<file path="src/rtl/cfg_pkg.sv">
// Shared constants and state encodings for the UART configuration writer.
package cfg_pkg;

  // Every frame opens with this byte; it also seeds the checksum.
  localparam logic [7:0] SYNC_BYTE = 8'hA5;

  // Frame-level progress through sync, address, data and checksum bytes.
  typedef enum logic [1:0] {
    WAIT_SYNC,
    GET_ADDR,
    GET_DATA,
    GET_CHK
  } byte_st_e;

  // Bit-level UART receiver phases.
  typedef enum logic [1:0] {
    IDLE,
    START,
    DATA,
    STOP
  } bit_st_e;

  // Bits needed to hold values 0..x.
  function automatic int wd(input int x);
    return $clog2(x + 1);
  endfunction

endpackage

</file>
<file path="src/rtl/uart_rx_byte.sv">
// UART byte receiver: rx synchroniser, bit engine and bit-period counter.
// Emits one-cycle byte_vld (with byte) or frm_err per received character.
module uart_rx_byte
  import cfg_pkg::*;
#(
  parameter int DIV = 10
) (
  input  logic       clk_i,
  input  logic       rst_ni,
  input  logic       rx_i,
  output logic       byte_vld_o,
  output logic [7:0] byte_o,
  output logic       frm_err_o,
  output logic       busy_o
);

  localparam int HALF = DIV / 2;
  localparam int CW   = $clog2(DIV + 1);

  logic [1:0]    sync_q;
  logic          prev_q;
  logic          rx_s;
  logic          fall;
  bit_st_e       st_q;
  logic [CW-1:0] cnt_q;
  logic [2:0]    idx_q;
  logic [7:0]    sh_q;
  logic [7:0]    byte_q;
  logic          byte_vld_q;
  logic          frm_err_q;

  assign rx_s = sync_q[1];
  // A high-to-low step is the only way to start a character, so after a
  // framing error with the line stuck low nothing re-arms until it goes high.
  assign fall = prev_q & ~rx_s;

  // Two-flop synchroniser plus one history flop for edge detection.
  always_ff @(posedge clk_i or negedge rst_ni) begin
    if (!rst_ni) begin
      sync_q <= 2'b11;
      prev_q <= 1'b1;
    end else begin
      sync_q <= {sync_q[0], rx_i};
      prev_q <= sync_q[1];
    end
  end

  // Bit engine: qualify start at mid-bit, then sample every DIV cycles.
  always_ff @(posedge clk_i or negedge rst_ni) begin
    if (!rst_ni) begin
      st_q       <= IDLE;
      cnt_q      <= '0;
      idx_q      <= '0;
      sh_q       <= '0;
      byte_q     <= '0;
      byte_vld_q <= 1'b0;
      frm_err_q  <= 1'b0;
    end else begin
      byte_vld_q <= 1'b0;
      frm_err_q  <= 1'b0;
      case (st_q)
        IDLE: begin
          if (fall) begin
            st_q  <= START;
            cnt_q <= CW'(1);
          end
        end
        START: begin
          if (cnt_q == CW'(HALF)) begin
            if (rx_s) begin
              st_q <= IDLE;  // glitch, not a start bit
            end else begin
              st_q  <= DATA;
              cnt_q <= CW'(1);
              idx_q <= '0;
            end
          end else begin
            cnt_q <= cnt_q + CW'(1);
          end
        end
        DATA: begin
          if (cnt_q == CW'(DIV)) begin
            sh_q  <= {rx_s, sh_q[7:1]};
            cnt_q <= CW'(1);
            idx_q <= idx_q + 3'd1;
            if (idx_q == 3'd7) st_q <= STOP;
          end else begin
            cnt_q <= cnt_q + CW'(1);
          end
        end
        STOP: begin
          if (cnt_q == CW'(DIV)) begin
            st_q <= IDLE;
            if (rx_s) begin
              byte_vld_q <= 1'b1;
              byte_q     <= sh_q;
            end else begin
              frm_err_q <= 1'b1;
            end
          end else begin
            cnt_q <= cnt_q + CW'(1);
          end
        end
        default: st_q <= IDLE;
      endcase
    end
  end

  assign byte_vld_o = byte_vld_q;
  assign byte_o     = byte_q;
  assign frm_err_o  = frm_err_q;
  assign busy_o     = (st_q != IDLE);

endmodule

</file>
<file path="src/rtl/cfg_uart_writer.sv">
// Host configuration master: decodes A5/addr/data/checksum UART frames and
// drives a single-cycle register-write strobe for every valid frame.
module cfg_uart_writer
  import cfg_pkg::*;
#(
  parameter int CLK_HZ       = 50_000_000,
  parameter int BAUD         = 115200,
  parameter int ADDR_MAX     = 4,
  parameter int DATA_MAX     = 255,
  parameter int TIMEOUT_BITS = 20,
  localparam int AW          = wd(ADDR_MAX),
  localparam int DW          = wd(DATA_MAX)
) (
  input  logic          clk_i,
  input  logic          rst_ni,
  input  logic          rx_i,
  output logic [AW-1:0] addr_o,
  output logic [DW-1:0] data_o,
  output logic          en_o,
  output logic          err_o
);

  localparam int DIV = CLK_HZ / BAUD;
  localparam int TMO = TIMEOUT_BITS * DIV;
  localparam int TW  = $clog2(TMO + 1);

  logic          byte_vld;
  logic [7:0]    rx_byte;
  logic          frm_err;
  logic          busy;

  byte_st_e      st_q;
  logic [7:0]    addr_tmp_q;
  logic [7:0]    data_tmp_q;
  logic [AW-1:0] addr_q;
  logic [DW-1:0] data_q;
  logic          en_q;
  logic          err_q;
  logic [TW-1:0] tmo_q;

  logic [7:0]    chk_exp;
  logic          frame_ok;
  logic          tmo_hit;

  uart_rx_byte #(
    .DIV (DIV)
  ) u_rx (
    .clk_i      (clk_i),
    .rst_ni     (rst_ni),
    .rx_i       (rx_i),
    .byte_vld_o (byte_vld),
    .byte_o     (rx_byte),
    .frm_err_o  (frm_err),
    .busy_o     (busy)
  );

  // Checksum is the 8-bit wrapping sum of sync, address and data.
  assign chk_exp  = SYNC_BYTE + addr_tmp_q + data_tmp_q;
  // One spare bit keeps the range compares from degenerating at full scale.
  assign frame_ok = (rx_byte == chk_exp)
                 && ({1'b0, addr_tmp_q} <= 9'(ADDR_MAX))
                 && ({1'b0, data_tmp_q} <= 9'(DATA_MAX));
  assign tmo_hit  = (tmo_q == TW'(TMO - 1));

  // Byte FSM with idle timeout; en/err are mutually exclusive by priority.
  always_ff @(posedge clk_i or negedge rst_ni) begin
    if (!rst_ni) begin
      st_q       <= WAIT_SYNC;
      addr_tmp_q <= '0;
      data_tmp_q <= '0;
      addr_q     <= '0;
      data_q     <= '0;
      en_q       <= 1'b0;
      err_q      <= 1'b0;
      tmo_q      <= '0;
    end else begin
      en_q  <= 1'b0;
      err_q <= 1'b0;
      if (frm_err) begin
        err_q <= 1'b1;
        st_q  <= WAIT_SYNC;
        tmo_q <= '0;
      end else if (byte_vld) begin
        tmo_q <= '0;
        case (st_q)
          WAIT_SYNC: if (rx_byte == SYNC_BYTE) st_q <= GET_ADDR;
          GET_ADDR: begin
            addr_tmp_q <= rx_byte;
            st_q       <= GET_DATA;
          end
          GET_DATA: begin
            data_tmp_q <= rx_byte;
            st_q       <= GET_CHK;
          end
          GET_CHK: begin
            if (frame_ok) begin
              addr_q <= addr_tmp_q[AW-1:0];
              data_q <= data_tmp_q[DW-1:0];
              en_q   <= 1'b1;
            end else begin
              err_q <= 1'b1;
            end
            st_q <= WAIT_SYNC;
          end
          default: st_q <= WAIT_SYNC;
        endcase
      end else if (st_q == WAIT_SYNC || busy) begin
        tmo_q <= '0;
      end else if (tmo_hit) begin
        err_q <= 1'b1;
        st_q  <= WAIT_SYNC;
        tmo_q <= '0;
      end else begin
        tmo_q <= tmo_q + TW'(1);
      end
    end
  end

  assign addr_o = addr_q;
  assign data_o = data_q;
  assign en_o   = en_q;
  assign err_o  = err_q;

endmodule

</file>
<file path="config.mk">
export PLATFORM = sky130hd
export DESIGN_NAME = cfg_uart_writer
export DESIGN_NICKNAME = d
export VERILOG_FILES = /design/src/rtl/cfg_pkg.sv /design/src/rtl/uart_rx_byte.sv /design/src/rtl/cfg_uart_writer.sv
export SDC_FILE = /design/constraint.sdc
export NUM_CORES = 1
export LEC_CHECK = 0
export CAP_MARGIN = 20
export CORE_UTILIZATION = 55
export CTS_CLUSTER_DIAMETER = 60
export CTS_CLUSTER_SIZE = 20
export DETAILED_ROUTE_END_ITERATION = 16
export GPL_TIMING_DRIVEN = 0
export PLACE_DENSITY = 0.73
export SYNTH_ARGS = -nofsm -noshare
export SYNTH_HDL_FRONTEND = slang
export SYNTH_SLANG_ARGS = --single-unit
</file>
<file path="constraint.sdc">
create_clock -name clk_i -period 5.3 [get_ports clk_i]
set_input_delay 0.795 -clock clk_i [delete_from_list [all_inputs] [get_ports clk_i]]
set_output_delay 0.795 -clock clk_i [all_outputs]
set_load 0.005 [all_outputs]
</file>
After elaboration in Yosys (flattened, before gate mapping)
Index checks and enable logic that the tools add are counted.
{ "word_totals": {"in_bits": 3, "n_memories": 0, "reg_bits": 80, "out_inout_bits": 13, "mem_bits_ro": 0, "latch_bits": 0, "ram_bits": 0} }
{ "classes": {"div_mod_pow": 0, "n_eq_ne": 22, "n_shift": 0, "n_mul": 0, "n_bitwise": 3, "n_addsub": 5, "mux": 43, "n_reduce_logical": 16, "magnitude_cmp": 1} }
{ "ops": {"columns": ["cell", "n"], "rows": [
  ["two-way mux 14 bit", 4],
  ["two-way mux 9 bit", 5],
  ["case mux 9 bit (4 select lines)", 1],
  ["two-way mux 2 bit", 11],
  ["two-way mux 1 bit", 16],
  ["case mux 2 bit (4 select lines)", 2],
  ["AND reduction 3 bit", 5],
  ["adder 14 x 1 -> 14 bit (second input constant)", 1],
  ["equality test 14 bit (second input constant)", 1],
  ["inequality test 2 x 1 -> 1 bit (second input constant)", 5],
  ["adder 9 x 1 -> 9 bit (second input constant)", 1],
  ["equality test 9 x 8 -> 1 bit (second input constant)", 1],
  ["equality test 9 bit (second input constant)", 1],
  ["two-way mux 3 bit", 3],
  ["adder 8 bit", 1],
  ["adder 8 bit (first input constant)", 1],
  ["equality test 2 bit (second input constant)", 4],
  ["equality test 8 bit", 1],
  ["equality test 8 bit (second input constant)", 1],
  ["less-or-equal comparator 8 x 3 -> 1 bit (second input constant)", 1],
  ["AND reduction 4 bit", 2],
  ["case mux 3 bit (2 select lines)", 1],
  ["AND reduction 5 bit", 1],
  ["equality test 2 x 1 -> 1 bit (second input constant)", 2],
  ["other kinds (14)", 18]
]} }

Logic depth before layout (Yosys ltp)
Gate-level depths: netlist of run 1.
{ "logic_depth": {"depth_word": 8, "mapped_depth": 11} }

Modules after synthesis
From an unflattened synthesis of run 1, not the netlist that was laid out.
{ "unflattened": {"hier_cells": 367, "area_unflattened_um2": 4277.9} }
{ "by_module_without_submodules": {"columns": ["module", "n_inst", "cells_per_inst", "area_each_um2", "seq_area_each_um2"], "rows": [
  ["cfg_uart_writer", 1, 219, 2454.9, 1126.1],
  ["uart_rx_byte", 1, 148, 1823.0, 879.6]
]} }

Worst setup path after synthesis of run 1
No wires, ideal clock.
{ "synth_timing": {"path_kind": "register to register", "from": "register addr_tmp_q[1]", "to": "register addr_q[0] (netlist: addr_o[0])", "required_time_ps": 5175, "synth_period_minus_slack_ps": 3070, "path_stages_with_launch": 10, "arrival_ps": 2945, "slack_ps": 2230, "setup_ps": 125, "cell_sequence": "dfrtp_1 ha_1 ha_1 fa_1 xnor2_1 nand4_1 or4_4 a2111o_1 buf_6 mux2_4"} }
{ "synth_between": {"elab_chain_cells": 5, "elab_cells_between_ends": 6, "cone_classes": "add/sub: 2; order compare: 1; eq/ne: 1; reduce/logical: 2"} }
{ "synth_lines": {"columns": ["element", "line_no", "source"], "rows": [
  ["start, declared", "cfg_uart_writer.sv:33", "logic [7:0] addr_tmp_q;"],
  ["start signal, assigned", "cfg_uart_writer.sv:88", "addr_tmp_q <= rx_byte;"],
  ["adder 8 bit (2 in a row)", "cfg_uart_writer.sv:58", "assign chk_exp = SYNC_BYTE + addr_tmp_q + data_tmp_q;"],
  ["equality test 8 bit", "cfg_uart_writer.sv:60", "assign frame_ok = (rx_byte == chk_exp)"],
  ["logical AND 1 bit *", "cfg_uart_writer.sv:61", "&& ({1'b0, addr_tmp_q} <= 9'(ADDR_MAX))"],
  ["AND reduction 4 bit (no source line) *", null, null],
  ["end signal, assigned", "cfg_uart_writer.sv:97", "addr_q <= addr_tmp_q[AW-1:0];"],
  ["end, declared", "cfg_uart_writer.sv:35", "logic [AW-1:0] addr_q;"]
]} }
Mark *: on every way between the ends. The rest lies on a longest branch, timed or not.
A chain may end at the register's enable or synchronous reset.

Worst setup path after layout of run 1
Ends and elaborated chain as after synthesis.

==> PnR_summary.wiki, run 1 <==
{| class="wikitable"
! Metric !! Value
|-
| Total Wirelength || 6.71 mm
|-
| H-tree depth || 3
|-
| Required @ worst endpoint || 5550 ps
|-
| Shortest clock period the worst path allows after layout || 3250 ps
|-
| Standard cell core area || 0.00691 mm²
|-
| Async set or reset register ratio after synthesis || 1.00
|-
| Fraction of final layout cells with drive strength greater than 1 || 0.206
|-
| Leading cell types by count after synthesis || sky130_fd_sc_hd__dfrtp_1 (77), sky130_fd_sc_hd__mux2_2 (34), sky130_fd_sc_hd__nor2_1 (28)
|-
| Type of the setup path with the least slack || flop to flop
|-
| Highest net fanout along the worst path || 10
|-
| Number of synthesized flops with an enable pin || 0
|-
| RSZ-0062 raised after global routing || false
|-
| Delay contributed by the slowest stage of the critical path || 560 ps
|-
| Most prevalent standard cell on the critical path || sky130_fd_sc_hd__ha_1
|-
| Maximum vdd ir drop || 278 µV
|-
| Endpoint kind of the worst setup timing path || flop
|-
| Floorplan die area || 0.00763 mm²
|-
| TritonCTS clock tree || done
|-
| CTS hold repair buffers || 0
|-
| Setup Viol. Count Final || 0
|-
| Count of state elements after synthesis || 80
|-
| Effective utilization at floorplan || 0.580
|-
| Detailed-router iteration count before antenna repair || 4
|-
| Post-CTS setup-driven buffer insertion count || 0
|-
| Post-cts gate resize count || 0
|-
| Total via count in the routed design || 2594
|-
| Count of maximum capacitance violations || 0
|-
| Aggregate negative setup slack || 0 ps
|-
| Final slew viol count || 0
|-
| PortBufs || 15
|-
| Via density per instance || 5.53
|-
| Largest cells by area after synthesis || sky130_fd_sc_hd__dfrtp_1 (48%), sky130_fd_sc_hd__mux2_2 (9.6%), sky130_fd_sc_hd__ha_1 (7.2%)
|-
| Final Hold Violating Endpoints || 0
|-
| Cell type group with the largest total delay on the critical path || adder cells
|-
| Die Wd || 87.4 µm
|-
| Timing-limited maximum frequency || 308 MHz
|-
| Number of unique standard cell types used by synthesis || 47
|-
| Slowest stage cell, crit path || sky130_fd_sc_hd__or4_4
|-
| Arrival time of data at the critical path endpoint || 3490 ps
|-
| Path length in cells of the critical path || 9
|-
| ANT cells || 0
|-
| Via count of the first global-routing pass || 2521
|-
| I/O pins || 16
|-
| Count of buffering cells on the critical path with inverters included || 1
|-
| Pin count of the biggest net entering global routing || 55
|-
| Num rows || 30
|-
| Worst-case headroom to the max-slew limit || 0.551
|-
| Detailed Route Iter0 Violations || 98
|-
| Number of clock sinks || 80
|-
| Total Nets Final || 395
|-
| DRC violations left || 0
|-
| Slew at the pin closest to its max-slew limit || 669 ps
|-
| Element type at the critical path start || flop
|-
| Max Root-Sink Buffers || 2
|-
| Skew-Pair Late Insertion Delay || 360 ps
|-
| Most numerous cell in the Yosys netlist || sky130_fd_sc_hd__dfrtp_1
|-
| Total gr overflow || 0
|-
| Number of buffers added by the clock tree synthesis step || 9
|-
| Wire length of the first global-routing pass || 11.6 mm
|-
| Final Wtd Congestion || 0.862
|-
| Most frequently used flop master after synthesis || sky130_fd_sc_hd__dfrtp_1
|-
| Fin crit share || 0.613
|-
| Post-synthesis instance total || 341
|-
| HPWL after detailed placement || 4.74 mm
|-
| Worst slack at placement || 2060 ps
|-
| Leakage power of the design || 0.00219 µW
|-
| Max Clock Skew || 12.9 ps
|-
| Number of synthesis warnings || 0
|-
| Synthesized area per cell || 11.8 µm²
|-
| Post-layout worst setup margin || 2050 ps
|-
| Number of cell instances on the worst register-to-register path || 9
|-
| Clock Pin Slew Worst Setup and Hold Paths || 90 ps
|-
| Power density over cell area || 283 mW/mm²
|-
| Share of the synthesized area in the top cell type || 0.481
|-
| Height of the die || 87.4 µm
|-
| DR WL/cell || 14.3 µm
|-
| Number of nets in the synthesized netlist || 368
|-
| Result of the run || finished, final reports clean
|-
| Number of antenna violations at the first check in global routing || 0
|-
| Post-synthesis sequential area ratio || 0.500
|-
| Antenna-violating nets left || 0
|-
| Total routing usage reported by global routing || 0.200
|-
| Cell area after synthesis || 0.00401 mm²
|-
| Root Driver || sky130_fd_sc_hd__clkbuf_8
|-
| Layout Area Growth over Synthesis || 13.1%
|-
| Worst Hold Class || primary input to asynchronous set/reset pin
|-
| Crit path cell chain || ha_1 -> ha_1 -> fa_1 -> xnor2_1 -> nand4_1 -> or4_4 -> a2111o_1 -> buf_6 -> mux2_4
|-
| Synth area leader || sky130_fd_sc_hd__dfrtp_1
|}
cells by family (layout without fill, tap and decap cells):
kind of cell | after synthesis | after routing | synth area share
buffers and inverters | 28 | 60 | 0.0290
flip-flops | 80 | 80 | 0.500
AND/OR/NAND/NOR | 91 | 91 | 0.119
AO/OA/AOI/OAI | 47 | 47 | 0.0818
multiplexers | 48 | 48 | 0.143
XOR/XNOR | 23 | 23 | 0.0503
adder cells (fa/ha/maj) | 24 | 24 | 0.0768
state kept, by name, indices dropped and copies added (netlist names), 8 cells and up, named ones only:
| signal | flops |
|---|---|
| u_rx.byte_o | 8 |
| data_tmp_q | 8 |
| u_rx.cnt_q | 9 |
| data_o | 8 |
| tmo_q | 14 |
| addr_tmp_q | 8 |
| u_rx.sh_q | 8 |
layout by cell type (no fill, tap or decap), types with 5 or more instances in the layout:
master                            netlist  routed
sky130_fd_sc_hd__nand2_1               19      19
sky130_fd_sc_hd__xor2_1                 8       8
sky130_fd_sc_hd__xnor2_1               15      15
sky130_fd_sc_hd__clkbuf_8               0       9
sky130_fd_sc_hd__nor2_1                28      28
sky130_fd_sc_hd__nand3_1               11      11
sky130_fd_sc_hd__ha_1                  23      23
sky130_fd_sc_hd__o21ai_0                9       9
sky130_fd_sc_hd__clkdlybuf4s50_1        0      14
sky130_fd_sc_hd__a22o_1                 8       8
sky130_fd_sc_hd__dfrtp_1               77      77
sky130_fd_sc_hd__a21o_1                 8       8
sky130_fd_sc_hd__a21oi_1                8       8
sky130_fd_sc_hd__inv_1                 21      21
sky130_fd_sc_hd__mux2_4                10      10
sky130_fd_sc_hd__nand4_1                5       5
sky130_fd_sc_hd__mux2_2                34      34
through the flow:
| stage | utilization | hold WS (ps) | total power [µW] | cells | instance area, µm² |
|---|---|---|---|---|---|
| final | 0.656 | 343 | 1280 | 469 | 4530 |
| after global routing | 0.656 | 348 | 1340 | 469 | 4530 |
| after CTS | 0.656 | 335 | 1300 | 469 | 4530 |
| after detailed placement | 0.623 | 349 | 777 | 453 | 4300 |
| after global placement | 0.619 | 350 | 773 | 452 | 4280 |
| after floorplan | - | 345 | 742 | 341 | 4010 |
worst reg2reg max path, cell delays in order, from the launching register on:
cell                       delay, ps
sky130_fd_sc_hd__dfrtp_1         420
sky130_fd_sc_hd__ha_1            300
sky130_fd_sc_hd__ha_1            220
sky130_fd_sc_hd__fa_1            500
sky130_fd_sc_hd__xnor2_1         120
sky130_fd_sc_hd__nand4_1         120
sky130_fd_sc_hd__or4_4           560
sky130_fd_sc_hd__a2111o_1        400
sky130_fd_sc_hd__buf_6           180
sky130_fd_sc_hd__mux2_4          310
area by class of cell:
type,instances,area [µm²]
flip-flops and latches,80,2010
plain buffers,7,37.5
multi-input cells,233,1890
clock buffers,9,124
well taps,96,120
repair buffers,16,175
inverters,21,78.8
clock inverters,7,106
fillers,539,2370
where the power goes:
group / internal (µW) / switching, µW
sequential: 632 / 26.8
combinational: 47.4 / 58.7
clock: 275 / 242
total: 955 / 328
per-layer routing:
layer / vias to the layer above / wire [µm] / GRT usage
met5: - / 0 / 0
met4: 0 / 166 / 0.0939
met3: 18 / 260 / 0.0635
met2: 45 / 2900 / 0.288
met1: 1269 / 3380 / 0.276
li1: 1262 / - / -
worst paths after layout:
path | startpoint | end | slack [ps]
min | rst_ni | data_o[7] | 340
min reg2reg | u_rx.sync_q[0] | u_rx.sync_q[1] | 360
max | addr_tmp_q[1] | addr_o[0] | 2050
max in group asynchronous | rst_ni | u_rx.sync_q[1] | 4340
max reg2reg | addr_tmp_q[1] | addr_o[0] | 2050
min in group clk_i | u_rx.sync_q[0] | u_rx.sync_q[1] | 360
(Power assumes the default switching activity.)
==> inputs of run 2 (changes only) <==
==> constraint.sdc (replaced) <==
create_clock -name clk_i -period 3.2 [get_ports clk_i]
set_input_delay 0.48 -clock clk_i [delete_from_list [all_inputs] [get_ports clk_i]]
set_output_delay 0.48 -clock clk_i [all_outputs]
set_load 0.005 [all_outputs]
==> run 2 against run 1 <==
- highest routed layer unchanged
- first-iteration DRC count up 17%
- non-clock buffer count up 1
- flip-flop and latch count unchanged
- global-route usage about the same
- wire length up 0.19%
- cell area up 0.17%
- via count up 0.23%
- critical path depth unchanged
- maximum frequency up 2.9%
- count of clock-buffer cells in the layout unchanged
==> PnR_summary.wiki, run 2 (synthesis results as in run 1) <==
{| class="wikitable"
! Metric !! Value
|-
| Result of the run || finished, final reports clean
|-
| Leakage power of the design || 0.00220 µW (+0.25%)
|-
| Most frequent standard cell in the layout excluding fill and tap cells || sky130_fd_sc_hd__dfrtp_1
|-
| Timing-limited maximum frequency || 317 MHz (+2.9%)
|-
| Skew-Pair Late Insertion Delay || 360 ps (about the same)
|-
| Total routing usage reported by global routing || 0.201 (+0.000205)
|-
| Fraction of final layout cells with drive strength greater than 1 || 0.209 (+0.00212)
|-
| Fin crit share || 0.986 (+0.374)
|-
| DRC violations left || 0 (unchanged)
|-
| Wire length of the first global-routing pass || 11.6 mm (+0.12%)
|-
| Total Nets Final || 396 (+0.25%)
|-
| Element type at the critical path start || flop
|-
| Post-cts gate resize count || 0 (unchanged)
|-
| Die Wd || 87.4 µm (unchanged)
|-
| PortBufs || 15 (unchanged)
|-
| Root Driver || sky130_fd_sc_hd__clkbuf_8
|-
| Total gr overflow || 0 (unchanged)
|-
| Detailed-router iteration count before antenna repair || 4 (unchanged)
|-
| ANT cells || 0 (unchanged)
|-
| TritonCTS clock tree || done
|-
| Required @ worst endpoint || 3450 ps (-2100 ps)
|-
| Floorplan die area || 0.00763 mm² (unchanged)
|-
| Post-layout util || 0.657 (+0.00109)
|-
| Registers with the highest flip-flop counts || tmo_q x14, u_rx.cnt_q x9
|-
| Clock Pin Slew Worst Setup and Hold Paths || 90 ps (about the same)
|-
| Startpoint of the worst register-to-register path || addr_tmp_q[1]
|-
| Final Wtd Congestion || 0.862 (unchanged)
|-
| Number of flip-flops in the largest register || 14 (unchanged)
|-
| Number of antenna violations at the first check in global routing || 0 (unchanged)
|-
| RSZ-0062 raised after global routing || true
|-
| Max Clock Skew || 12.9 ps (-0.0245 ps)
|-
| Worst Hold Class || primary input to asynchronous set/reset pin
|-
| Final Hold Violating Endpoints || 0 (unchanged)
|-
| Via density per instance || 5.53 (about the same)
|-
| Type of the setup path with the least slack || flop to flop
|-
| CTS hold repair buffers || 0 (unchanged)
|-
| Highest net fanout along the worst path || 10 (unchanged)
|-
| Slew at the pin closest to its max-slew limit || 671 ps (+1.72 ps)
|-
| Highest-count cells in the layout ignoring fill and taps || sky130_fd_sc_hd__dfrtp_1 (77), sky130_fd_sc_hd__mux2_2 (34), sky130_fd_sc_hd__nor2_1 (28)
|-
| Shortest clock period the worst path allows after layout || 3160 ps (-90.0 ps)
|-
| Number of clock sinks || 80 (unchanged)
|-
| Total via count in the routed design || 2600 (+0.23%)
|-
| Register with the most flip-flops || tmo_q
|-
| Maximum vdd ir drop || 461 µV (+66%)
|-
| Cell area after placement || 0.00430 mm² (unchanged)
|-
| Effective utilization at floorplan || 0.580 (unchanged)
|-
| Arrival time of data at the critical path endpoint || 3400 ps (-90 ps)
|-
| H-tree depth || 3 (unchanged)
|-
| Total Wirelength || 6.72 mm (+0.19%)
|-
| HPWL after detailed placement || 4.74 mm (unchanged)
|-
| Final slew viol count || 0 (unchanged)
|-
| Standard cell core area || 0.00691 mm² (unchanged)
|-
| Layout Area Growth over Synthesis || 13.3%
|-
| Num rows || 30 (unchanged)
|-
| I/O pins || 16 (unchanged)
|-
| Pin count of the biggest net entering global routing || 55 (unchanged)
|-
| Number of buffers added by the clock tree synthesis step || 9 (unchanged)
|-
| Detailed Route Iter0 Violations || 115 (+17%)
|-
| Worst-case headroom to the max-slew limit || 0.550 (-0.00116)
|-
| Antenna-violating nets left || 0 (unchanged)
|-
| Count of maximum capacitance violations || 0 (unchanged)
|-
| Endpoint kind of the worst setup timing path || flop
|-
| Worst hold-check slack || 27.8 ps (-315 ps)
|-
| Via count of the first global-routing pass || 2524 (+0.12%)
|-
| Power density over cell area || 468 mW/mm² (+65%)
|-
| DR WL/cell || 14.3 µm (about the same)
|-
| Final instance area || 0.00454 mm² (+0.17%)
|-
| Max Root-Sink Buffers || 2 (unchanged)
|-
| Setup Viol. Count Final || 0 (unchanged)
|-
| Startpoint of the most critical setup path || addr_tmp_q[1]
|-
| Height of the die || 87.4 µm (unchanged)
|}
==> run 2: per-stage QoR <==
| step | power, µW | worst slack, ps | instances | TNS (ps) |
|---|---|---|---|---|
| finish | 2120 | 43.5 | 470 | 0 |
| detailed placement | 1290 | -38.6 | 453 | -317 |
| floorplan | 1230 | 130 | 341 | 0 |
| global placement | 1280 | -1070 | 452 | -82360 |
| global route | 2230 | -58.6 | 470 | -496 |
| CTS | 2160 | 26.3 | 470 | 0 |
==> run 2: worst max-delay path, stage by stage, from the launching register on <==
cell and delay (ps):
sky130_fd_sc_hd__dfrtp_1 390, sky130_fd_sc_hd__ha_1 290, sky130_fd_sc_hd__ha_1 220, sky130_fd_sc_hd__fa_1 500, sky130_fd_sc_hd__xnor2_1 120, sky130_fd_sc_hd__nand4_1 120, sky130_fd_sc_hd__or4_4 560, sky130_fd_sc_hd__a2111o_1 340
sky130_fd_sc_hd__buf_6 180, sky130_fd_sc_hd__mux2_4 300
==> run 2: worst paths after layout <==
path | endpoint | slack [ps] | cells past startpoint
max | addr_o[0] | 40 | 9
min | data_o[7] | 30 | 1
min in group clk_i | u_rx.sync_q[1] | 360 | 0
max reg2reg | addr_o[0] | 40 | 9
max in group asynchronous | u_rx.sync_q[1] | 2560 | 2
min reg2reg | u_rx.sync_q[1] | 360 | 0
==> run 2: layer usage <==
metal / GRT usage / vias to the layer above / part of all wire
li1: - / 1264 / -
met4: 0.0939 / 0 / 0.025
met3: 0.0635 / 18 / 0.037
met1: 0.276 / 1273 / 0.50
met5: 0 / - / 0
met2: 0.288 / 45 / 0.44
==> run 2: layout make-up <==
class | instances | area, µm²
plain buffers | 7 | 37.5
multi-input cells | 233 | 1890
inverters | 21 | 78.8
clock buffers | 9 | 124
well taps | 96 | 120
clock inverters | 7 | 106
repair buffers | 17 | 183
flip-flops and latches | 80 | 2010
fillers | 539 | 2370
==> run 2: power by group <==
group / switching (µW) / internal [µW]
sequential: 44.4 / 1050
combinational: 97.3 / 78.5
clock: 401 / 456
total: 543 / 1580
==> run 2: what timing repair did <==
item / in CTS / in global routing
setup buffers: 1 / 0
endpoints found under the hold margin: 0 / 0
setup endpoints to repair: 10 / 10
pin swaps: 1 / 0
==> inputs of run 3 (changes only) <==
--- a/config.mk
+++ b/config.mk
@@ -11,7 +11,7 @@
 export CTS_CLUSTER_SIZE = 20
 export DETAILED_ROUTE_END_ITERATION = 16
 export GPL_TIMING_DRIVEN = 0
-export PLACE_DENSITY = 0.73
+export PLACE_DENSITY = 0.79
 export SYNTH_ARGS = -nofsm -noshare
 export SYNTH_HDL_FRONTEND = slang
 export SYNTH_SLANG_ARGS = --single-unit
==> run 3 against run 2 <==
- flip-flop and latch count is the same
- global-route usage grew 0.44 points
- hold slack gained 4.6 ps
- first-iteration DRC count is the same
- count of clock-buffer cells in the layout grew 5
- sequential share of layout area grew 0.24 points
- die area is the same
- utilization shrank 0.36 points
- setup slack lost 43 ps
- cell area shrank 0.55%
- clock skew grew 2.1 ps
- highest routed layer unchanged
==> PnR_summary.wiki, run 3 (synthesis results as in run 1) <==
{| class="wikitable"
! Metric !! Value
|-
| Busiest layer in global routing || met2
|-
| Worst hold-check slack || 32.4 ps (+4.65 ps)
|-
| Registers with the highest flip-flop counts || tmo_q x14, u_rx.cnt_q x9
|-
| Standard cell core area || 0.00691 mm² (unchanged)
|-
| Total routing usage reported by global routing || 0.205 (+0.00439)
|-
| Die Wd || 87.4 µm (unchanged)
|-
| Maximum vdd ir drop || 348 µV (-25%)
|-
| Type of the setup path with the least slack || flop to flop
|-
| Filler instances || 528 (-2.0%)
|-
| GR met3 Demand/Resource || 0.0379 (-0.0256)
|-
| Antenna-violating nets left || 0 (unchanged)
|-
| Post-layout util || 0.654 (-0.00362)
|-
| Highest net fanout along the worst path || 10 (unchanged)
|-
| Number of flip-flops in the largest register || 14 (unchanged)
|-
| Floorplan die area || 0.00763 mm² (unchanged)
|-
| Total Wirelength || 6.84 mm (+1.8%)
|-
| Timing-limited maximum frequency || 313 MHz (-1.3%)
|-
| Result of the run || finished, final reports clean
|-
| Tot Pwr || 1940 µW (-8.5%)
|-
| Skew-Pair Late Insertion Delay || 360 ps (about the same)
|-
| Detailed-router iteration count before antenna repair || 4 (unchanged)
|-
| Wire length of the first global-routing pass || 12.0 mm (+3.6%)
|-
| I/O pins || 16 (unchanged)
|-
| DR WL/cell || 14.5 µm (+1.2%)
|-
| Final Wtd Congestion || 0.887 (+2.9%)
|-
| CTS hold repair buffers || 0 (unchanged)
|-
| Register with the most flip-flops || tmo_q
|-
| PortBufs || 15 (unchanged)
|-
| Height of the die || 87.4 µm (unchanged)
|-
| Fin crit share || 1.00 (+0.0133)
|-
| Layout Area Growth over Synthesis || 12.7%
|-
| Number of antenna violations at the first check in global routing || 0 (unchanged)
|-
| DRC violations left || 0 (unchanged)
|-
| Arrival time of data at the critical path endpoint || 3430 ps (+30 ps)
|-
| Shortest clock period the worst path allows after layout || 3200 ps (+42.6 ps)
|-
| Worst Hold Class || primary input to asynchronous set/reset pin
|-
| Max Clock Skew || 15.0 ps (+2.13 ps)
|-
| Effective utilization at floorplan || 0.580 (unchanged)
|-
| Leakage power of the design || 0.00218 µW (-0.59%)
|-
| RSZ-0062 raised after global routing || true
|-
| Max Root-Sink Buffers || 2 (unchanged)
|-
| Cell area after placement || 0.00430 mm² (unchanged)
|-
| ANT cells || 0 (unchanged)
|-
| HPWL after detailed placement || 4.81 mm (+1.6%)
|-
| Final instance area || 0.00452 mm² (-0.55%)
|-
| TritonCTS clock tree || done
|-
| Final slew viol count || 0 (unchanged)
|-
| GRT met1 Usage || 0.267 (-0.00941)
|-
| Power density over cell area || 430 mW/mm² (-8.0%)
|-
| Total via count in the routed design || 2606 (+0.23%)
|-
| Num rows || 30 (unchanged)
|-
| Worst-case headroom to the max-slew limit || 0.543 (-0.00680)
|-
| Endpoint kind of the worst setup timing path || flop
|-
| Detailed Route Iter0 Violations || 115 (unchanged)
|-
| Highest-count cells in the layout ignoring fill and taps || sky130_fd_sc_hd__dfrtp_1 (77), sky130_fd_sc_hd__mux2_2 (34), sky130_fd_sc_hd__nor2_1 (28)
|-
| Required @ worst endpoint || 3430 ps (-20 ps)
|-
| Number of buffers added by the clock tree synthesis step || 9 (unchanged)
|-
| Total gr overflow || 0 (unchanged)
|-
| Clock Pin Slew Worst Setup and Hold Paths || 90 ps (about the same)
|-
| Via count of the first global-routing pass || 2621 (+3.8%)
|-
| Count of maximum capacitance violations || 0 (unchanged)
|-
| Root Driver || sky130_fd_sc_hd__clkbuf_8
|-
| Via density per instance || 5.51 (-0.40%)
|-
| Pin count of the biggest net entering global routing || 55 (unchanged)
|-
| Element type at the critical path start || flop
|-
| GR met2 Demand/Resource || 0.340 (+0.0518)
|-
| Slew at the pin closest to its max-slew limit || 681 ps (+10.1 ps)
|-
| Fraction of final layout cells with drive strength greater than 1 || 0.210 (+0.000993)
|-
| Total Nets Final || 399 (+0.76%)
|-
| Final Hold Violating Endpoints || 0 (unchanged)
|-
| Number of clock sinks || 80 (unchanged)
|-
| Setup Viol. Count Final || 0 (unchanged)
|-
| Most frequent standard cell in the layout excluding fill and tap cells || sky130_fd_sc_hd__dfrtp_1
|-
| H-tree depth || 3 (unchanged)
|}
[run 3: path summary, 6_finish.rpt]
path / startpoint / endpoint / slack [ps] / depth (start not counted)
max: addr_tmp_q[1] / addr_o[0] / 0.9 / 9
min: rst_ni / addr_tmp_q[0] / 30 / 1
max reg2reg: addr_tmp_q[1] / addr_o[0] / 0.9 / 9
min reg2reg: u_rx.sync_q[0] / u_rx.sync_q[1] / 360 / 0
max in group asynchronous: rst_ni / u_rx.sync_q[0] / 2540 / 2
min in group clk_i: u_rx.sync_q[0] / u_rx.sync_q[1] / 360 / 0
[run 3: cell type report]
| class | count | area (µm²) | area share |
|---|---|---|---|
| clock buffers | 14 | 163 | 0.0360 |
| well taps | 96 | 120 | 0.0266 |
| inverters | 21 | 78.8 | 0.0175 |
| flip-flops and latches | 80 | 2010 | 0.444 |
| plain buffers | 7 | 41.3 | 0.00914 |
| multi-input cells | 233 | 1890 | 0.418 |
| clock inverters | 2 | 13.8 | 0.00305 |
| repair buffers | 20 | 205 | 0.0454 |
[run 3: routing by layer]
layer	wire length, µm	vias to the layer above	part of all wire
li1	-	1267	-
met1	3340	1303	0.49
met2	3250	23	0.47
met3	137	13	0.020
met4	116	0	0.017
met5	0	-	0
[run 3: critical path: stages (launching register included)]
cell and delay [ps]:
sky130_fd_sc_hd__dfrtp_1 400, sky130_fd_sc_hd__ha_1 310, sky130_fd_sc_hd__ha_2 210, sky130_fd_sc_hd__fa_1 440, sky130_fd_sc_hd__xnor2_1 190, sky130_fd_sc_hd__nand4_1 130
sky130_fd_sc_hd__or4_4 570, sky130_fd_sc_hd__a2111o_1 350, sky130_fd_sc_hd__buf_8 170, sky130_fd_sc_hd__mux2_4 300
[run 3: timing repair]
item | in CTS | in global routing
gates resized for setup | 2 | 0
setup endpoints to repair | 10 | 11
setup buffers | 3 | 1
pin swaps | 1 | 0
[run 3: metrics by stage]
step | worst slack [ps] | TNS, ps | std cells
after floorplan | 130 | 0 | 341
after global placement | -1090 | -84210 | 452
after detailed placement | -60.0 | -541 | 453
after CTS | 20.5 | 0 | 472
after global routing | -66.7 | -581 | 473
final | 0.879 | 0 | 473
[run 3: power by group]
| part | internal [µW] | switching (µW) |
|---|---|---|
| combinational | 78.7 | 96.5 |
| sequential | 1050 | 45.0 |
| clock | 326 | 350 |
